[src/rtl/serial_subtractor.sv]
// Bit-serial two's-complement subtractor: diff = a - b - bin, one bit per clock,
// LSB first, with borrow-out, zero and signed-overflow flags on completion.
module serial_subtractor #(
  parameter int WIDTH = 32
) (
  input  logic             clk,
  input  logic             rst_n,
  input  logic             start,
  input  logic [WIDTH-1:0] a,
  input  logic [WIDTH-1:0] b,
  input  logic             bin,
  output logic             busy,
  output logic             done,
  output logic [WIDTH-1:0] diff,
  output logic             bout,
  output logic             zero,
  output logic             ovf
);

  localparam int CW = (WIDTH > 1) ? $clog2(WIDTH) : 1;
  localparam logic [CW-1:0] LAST = CW'(WIDTH - 1);

  localparam logic IDLE = 1'b0;
  localparam logic RUN  = 1'b1;

  logic             state;
  logic [WIDTH-1:0] sa;
  logic [WIDTH-1:0] sb;
  logic [WIDTH-1:0] res;
  logic             br;
  logic             msb_a;
  logic             msb_b;
  logic [CW-1:0]    cnt;

  logic             d;
  logic             br_next;
  logic [WIDTH-1:0] res_next;

  // Handshake: start is taken on any rising edge while idle (including the done
  // cycle); busy is high from the accepting edge until the result edge, where
  // done pulses for one cycle and the result outputs update and then hold.
  always_comb begin
    d        = sa[0] ^ sb[0] ^ br;
    br_next  = (~sa[0] & sb[0]) | (~(sa[0] ^ sb[0]) & br);
    res_next = {d, res[WIDTH-1:1]};
  end

  assign busy = (state == RUN);

  always_ff @(posedge clk or negedge rst_n) begin
    if (!rst_n) begin
      state <= IDLE;
      sa    <= '0;
      sb    <= '0;
      res   <= '0;
      br    <= 1'b0;
      msb_a <= 1'b0;
      msb_b <= 1'b0;
      cnt   <= '0;
      done  <= 1'b0;
      diff  <= '0;
      bout  <= 1'b0;
      zero  <= 1'b0;
      ovf   <= 1'b0;
    end else begin
      done <= 1'b0;
      if (state == IDLE) begin
        if (start) begin
          sa    <= a;
          sb    <= b;
          br    <= bin;
          msb_a <= a[WIDTH-1];
          msb_b <= b[WIDTH-1];
          cnt   <= '0;
          state <= RUN;
        end
      end else begin
        sa  <= sa >> 1;
        sb  <= sb >> 1;
        br  <= br_next;
        res <= res_next;
        cnt <= cnt + CW'(1);
        // The final bit is the result MSB, so it feeds the overflow term directly.
        if (cnt == LAST) begin
          state <= IDLE;
          diff  <= res_next;
          bout  <= br_next;
          zero  <= (res_next == '0);
          ovf   <= (msb_a ^ msb_b) & (msb_a ^ d);
          done  <= 1'b1;
        end
      end
    end
  end

endmodule
[config.mk]
export PLATFORM = sky130hd
export DESIGN_NAME = serial_subtractor
export DESIGN_NICKNAME = d
export VERILOG_FILES = /design/src/rtl/serial_subtractor.sv
export SDC_FILE = /design/constraint.sdc
export NUM_CORES = 1
export LEC_CHECK = 0
export BUFFER_PORTS_ARGS = -buffer_cell sky130_fd_sc_hd__buf_4
export CORE_MARGIN = 2
export CORE_UTILIZATION = 40
export DETAILED_ROUTE_END_ITERATION = 8
export SYNTH_ARGS = -nofsm -noshare
export SYNTH_HDL_FRONTEND = slang
export SYNTH_SLANG_ARGS = --single-unit
[constraint.sdc]
create_clock -name clk -period 3.9 [get_ports clk]
set_clock_uncertainty 0.1 [all_clocks]
set_input_delay 0.195 -clock clk [delete_from_list [all_inputs] [get_ports clk]]
set_output_delay 0.195 -clock clk [all_outputs]
set_load 0.01 [all_outputs]
==> impl_summary.md <==
Run status
The flow ran to the end, and the final reports show no timing, DRC or antenna violations.

Logic synthesis
The synthesized netlist devotes 0.294% of its cell area to XOR and XNOR gates. The largest family of logic cells by synthesized area is multiplexers. The count of yosys warnings during synthesis is 0.

Summing the areas of all compound-gate instances in the mapped netlist gives 6.23% of the synthesized area. The netlist area before placement is 5960 µm². Sequential elements use 58.8% of the synthesized area. Measured against the total synthesized area, the mux share comes to 23.4%. For this run, asynchronously set or reset flops after synthesis account for 100%.

After synthesis the netlist holds a flip-flop and latch count of 140. A synthesized cell averages 12.6 µm². The synthesized instance count is 473. The synthesized-area fraction occupied by and/or/nand/nor cells is 6.80%. In this run, synthesis inferred 0 flip-flops with an integrated enable. The net count after synthesis is 544. In the synthesized netlist the dominant register cell turns out to be dfrtp_1. The arithmetic-cell share of the synthesized area counting full adders, half adders and majority gates is 0.756%. The number of different library cells in the post-synthesis netlist is 32.

Timing
The smallest clock period supported by the final layout is computed as 2330 ps. The worst-case headroom to the max-slew limit is 23.5%. The count of final setup violators is 0. The maximum clock frequency is 429 MHz. The final max-slew violation count is 0. The final number of hold-violating endpoints is 0. In the final timing run, aggregate negative setup slack is 0 ps.

The share of the clock period used by the worst path is 59.7%. Setup repair after global routing left no endpoint under its margin. The final critical-path setup slack is 1570 ps. For the pin with the worst max-slew slack, the measured transition is 1150 ps.

Worst setup path
The number of cell instances on the worst register-to-register path is 5. The start-to-end type of the worst setup path is flip-flop to flip-flop. In this run the critical register-to-register path is launched from cnt[0]. The worst setup path is launched from a flip-flop. The slowest stage of the critical path is the nand2_2 cell. The number of buffers and inverters on the critical path is 0.

The highest cell delay on the worst timing path is 650 ps. Traced cell by cell, the critical path runs through ha_1 -> and3_1 -> ha_1 -> nand2_2 -> mux2_2. Along the worst path, the maximum fanout reaches 39. The timing startpoint of the critical path is cnt[0]. The type of destination of the critical path is a flip-flop. The critical path runs through a total of 5 cells. The kind of cell with the highest combined delay along the critical path is simple AND/OR/NAND/NOR gates. The worst path required time is 4100 ps. The critical path's most frequent cell is ha_1.

The arrival time reported for the critical path endpoint is 2520 ps.

Route
The number of iterations in the first detailed-routing pass is 4. In this run, the number of DRC markers left after iteration 0 of detailed routing was 208. The sum of routed wire length over all layers is 11800 µm.

In this run the remaining antenna-violating nets after routing total 0. The detailed router placed 4007 vias in this run. Using the TritonRoute via totals, the vias-per-cell ratio works out to 4.84.

After detailed routing, the number of remaining DRC violations is 0. The final routed wire length divided by cell count is 14.3 µm.

CTS
The clock passes through at most 2 buffers. The post-cts repair resize count is 0. Clock-pin slew was measured on the worst setup and hold paths at 60 ps. The count of clock tree sinks is 140. In this run the number of H-tree levels came out at 4. The tree is rooted in a clkbuf_16. The CTS tree is done.

In this run, CTS created clock tree buffers numbering 17. The later pin in the worst-skew pair is clocked with a latency of 420 ps.

Hold path
The worst hold path passes through 3 cells. The worst min-delay path startpoint is b[20]. The tightest min-delay check is of the input pin to flip-flop type.

Global routing
The total global-route track usage is 15.7%. The global-route wire length before repair is 19900 µm. The total overflow left after global routing is 0. Entering global routing, the biggest net connects 113 pins.

The via count of the first global-routing pass is 3957. The initial antenna violation count is 0. Global routing consumed, on the met1 layer, 21.1% of the routing resources.

In the global route stage, met2 resource usage came out at 23.4%. The met3 track utilization from global routing is 5.99%. In this run the most used layer during global routing was met2.

Power and ir drop
The power density normalized to cell area is 684 nW/µm². The leakage power figure is 3.87 nW. The maximum vdd drop is 0.437 mV.

Die
The floorplan step defined a die boundary enclosing 15900 µm². The placement row count is 44. The count of boundary I/O pins is 105. The horizontal extent of the die is 126 µm. The core area is 14500 µm². The starting density of the core is 41.0%.

The height of the chip is 126 µm.

Layout
Cells with a size suffix above 1 make up 31.7% of the layout. Across the whole layout, storage elements account for 3510 µm². Relative to the synthesized area, the layout overhead comes to 34.2%. The net count of the finished layout is 702. The filler cell count is 1231. The area taken by multi-input logic gates is 2230 µm².

The number of antenna diodes in the final layout is 0.

Place
The HPWL after detailed placement is 7190 µm. At the placement stage, the worst setup path has a slack of 1540 ps. The number of I/O port buffers is 104. The final weighted congestion of routability-driven global placement is 0.699.

Run
The number of max-cap violations is 0.
state kept, by name, summed over array words and instances (netlist names):
signal,cells
diff,32
msb_a,1
ovf,1
zero,1
done,1
br,1
cnt,5
sa,32
res,31
busy,1
bout,1
sb,32
msb_b,1
report_power, final:
group          leakage (nW)  total [mW]  internal (mW)  switching [mW]
Sequential             1.80        2.48           2.05           0.436
Clock                 0.281        1.56          0.967           0.598
Combinational          1.79        1.42          0.833           0.592
Total                  3.87        5.47           3.85            1.63
cells by family after synthesis:
logic type | Yosys count
flops | 140
mux | 130
simple gates | 92
compound gates | 72
buf+inv | 34
fa+ha+maj | 3
xor+xnor | 2
tightest hold or removal path: cells and delay by family:
kind	cells	cell delay (ps)
AOI/OAI and AO/OA	1	140
buffers and inverters	1	90
muxes	1	50
synth_stat cells, types with 2 or more instances:
library cell | n | area, µm²
buf_2 | 8 | 40.0
o21ai_0 | 66 | 330
buf_4 | 9 | 67.6
mux2_4 | 3 | 45.0
nor2_1 | 5 | 18.8
dfrtp_1 | 140 | 3500
mux2i_1 | 65 | 651
mux2_2 | 60 | 676
nor4_1 | 8 | 50.1
a21oi_1 | 2 | 10.0
inv_1 | 3 | 11.3
buf_6 | 7 | 78.8
mux2_1 | 2 | 22.5
ha_1 | 2 | 25.0
nand4_1 | 2 | 12.5
clkbuf_1 | 7 | 26.3
nand2_1 | 67 | 251
nand2b_1 | 3 | 18.8
final cells by class:
cell class                 instances  area share (%)
clock buffer                      20            5.71
clock inverter                    12            1.52
inverter                           3           0.141
multi-input combinational        299            27.9
timing repair buffer             170            18.0
sequential                       140            43.9
tap                              184            2.88
through the flow:
step / util [%] / cell area, µm² / total power, mW / std cells / hold slack, ps
6_report: 55.0 / 8000 / 5.47 / 828 / 6.53
5_1_grt: 55.0 / 8000 / 5.86 / 828 / 5.42
4_1_cts: 55.0 / 8000 / 5.56 / 828 / 1.08
3_5_place_dp: 46.7 / 6790 / 3.91 / 733 / 320
3_3_place_gp: 46.7 / 6790 / 3.84 / 733 / 305
2_1_floorplan: - / 5960 / 3.35 / 473 / -201
path summary, 6_finish.rpt:
check                      endpoint  slack (ps)
max                        diff[24]        1570
min                          sb[20]           7
max reg2reg                diff[24]        1570
min reg2reg                  sa[27]         380
max in group asynchronous    res[5]        2310
min in group asynchronous  diff[21]         340
cell usage in the layout (no fill, tap or decap), types with 2 or more instances in the layout:
cell type | synthesis | routed
nor4_1 | 8 | 8
mux2_4 | 3 | 3
nand2_1 | 67 | 67
clkbuf_8 | 0 | 2
clkbuf_16 | 0 | 17
inv_1 | 3 | 3
ha_1 | 2 | 2
dfrtp_1 | 140 | 139
a21oi_1 | 2 | 2
mux2_2 | 60 | 60
o21ai_0 | 66 | 66
nand2b_1 | 3 | 3
clkinv_2 | 0 | 6
buf_4 | 9 | 106
mux2_1 | 2 | 2
nand4_1 | 2 | 2
mux2i_1 | 65 | 65
dlygate4sd3_1 | 0 | 63
bufinv_16 | 0 | 2
clkinvlp_4 | 0 | 3
nor2_1 | 5 | 5
metal layers:
metal / wire length, µm / vias to the layer above
li1: - / 1967
met1: 5600 / 1938
met2: 5480 / 89
met3: 580 / 13
met4: 164 / 0
met5: 0 / -
what timing repair did:
item,4_1_cts,5_1_grt
endpoints found under the hold margin,175,0
hold buffers,63,0
buffers inserted,0,0
Power figures use the tool's default switching activity.
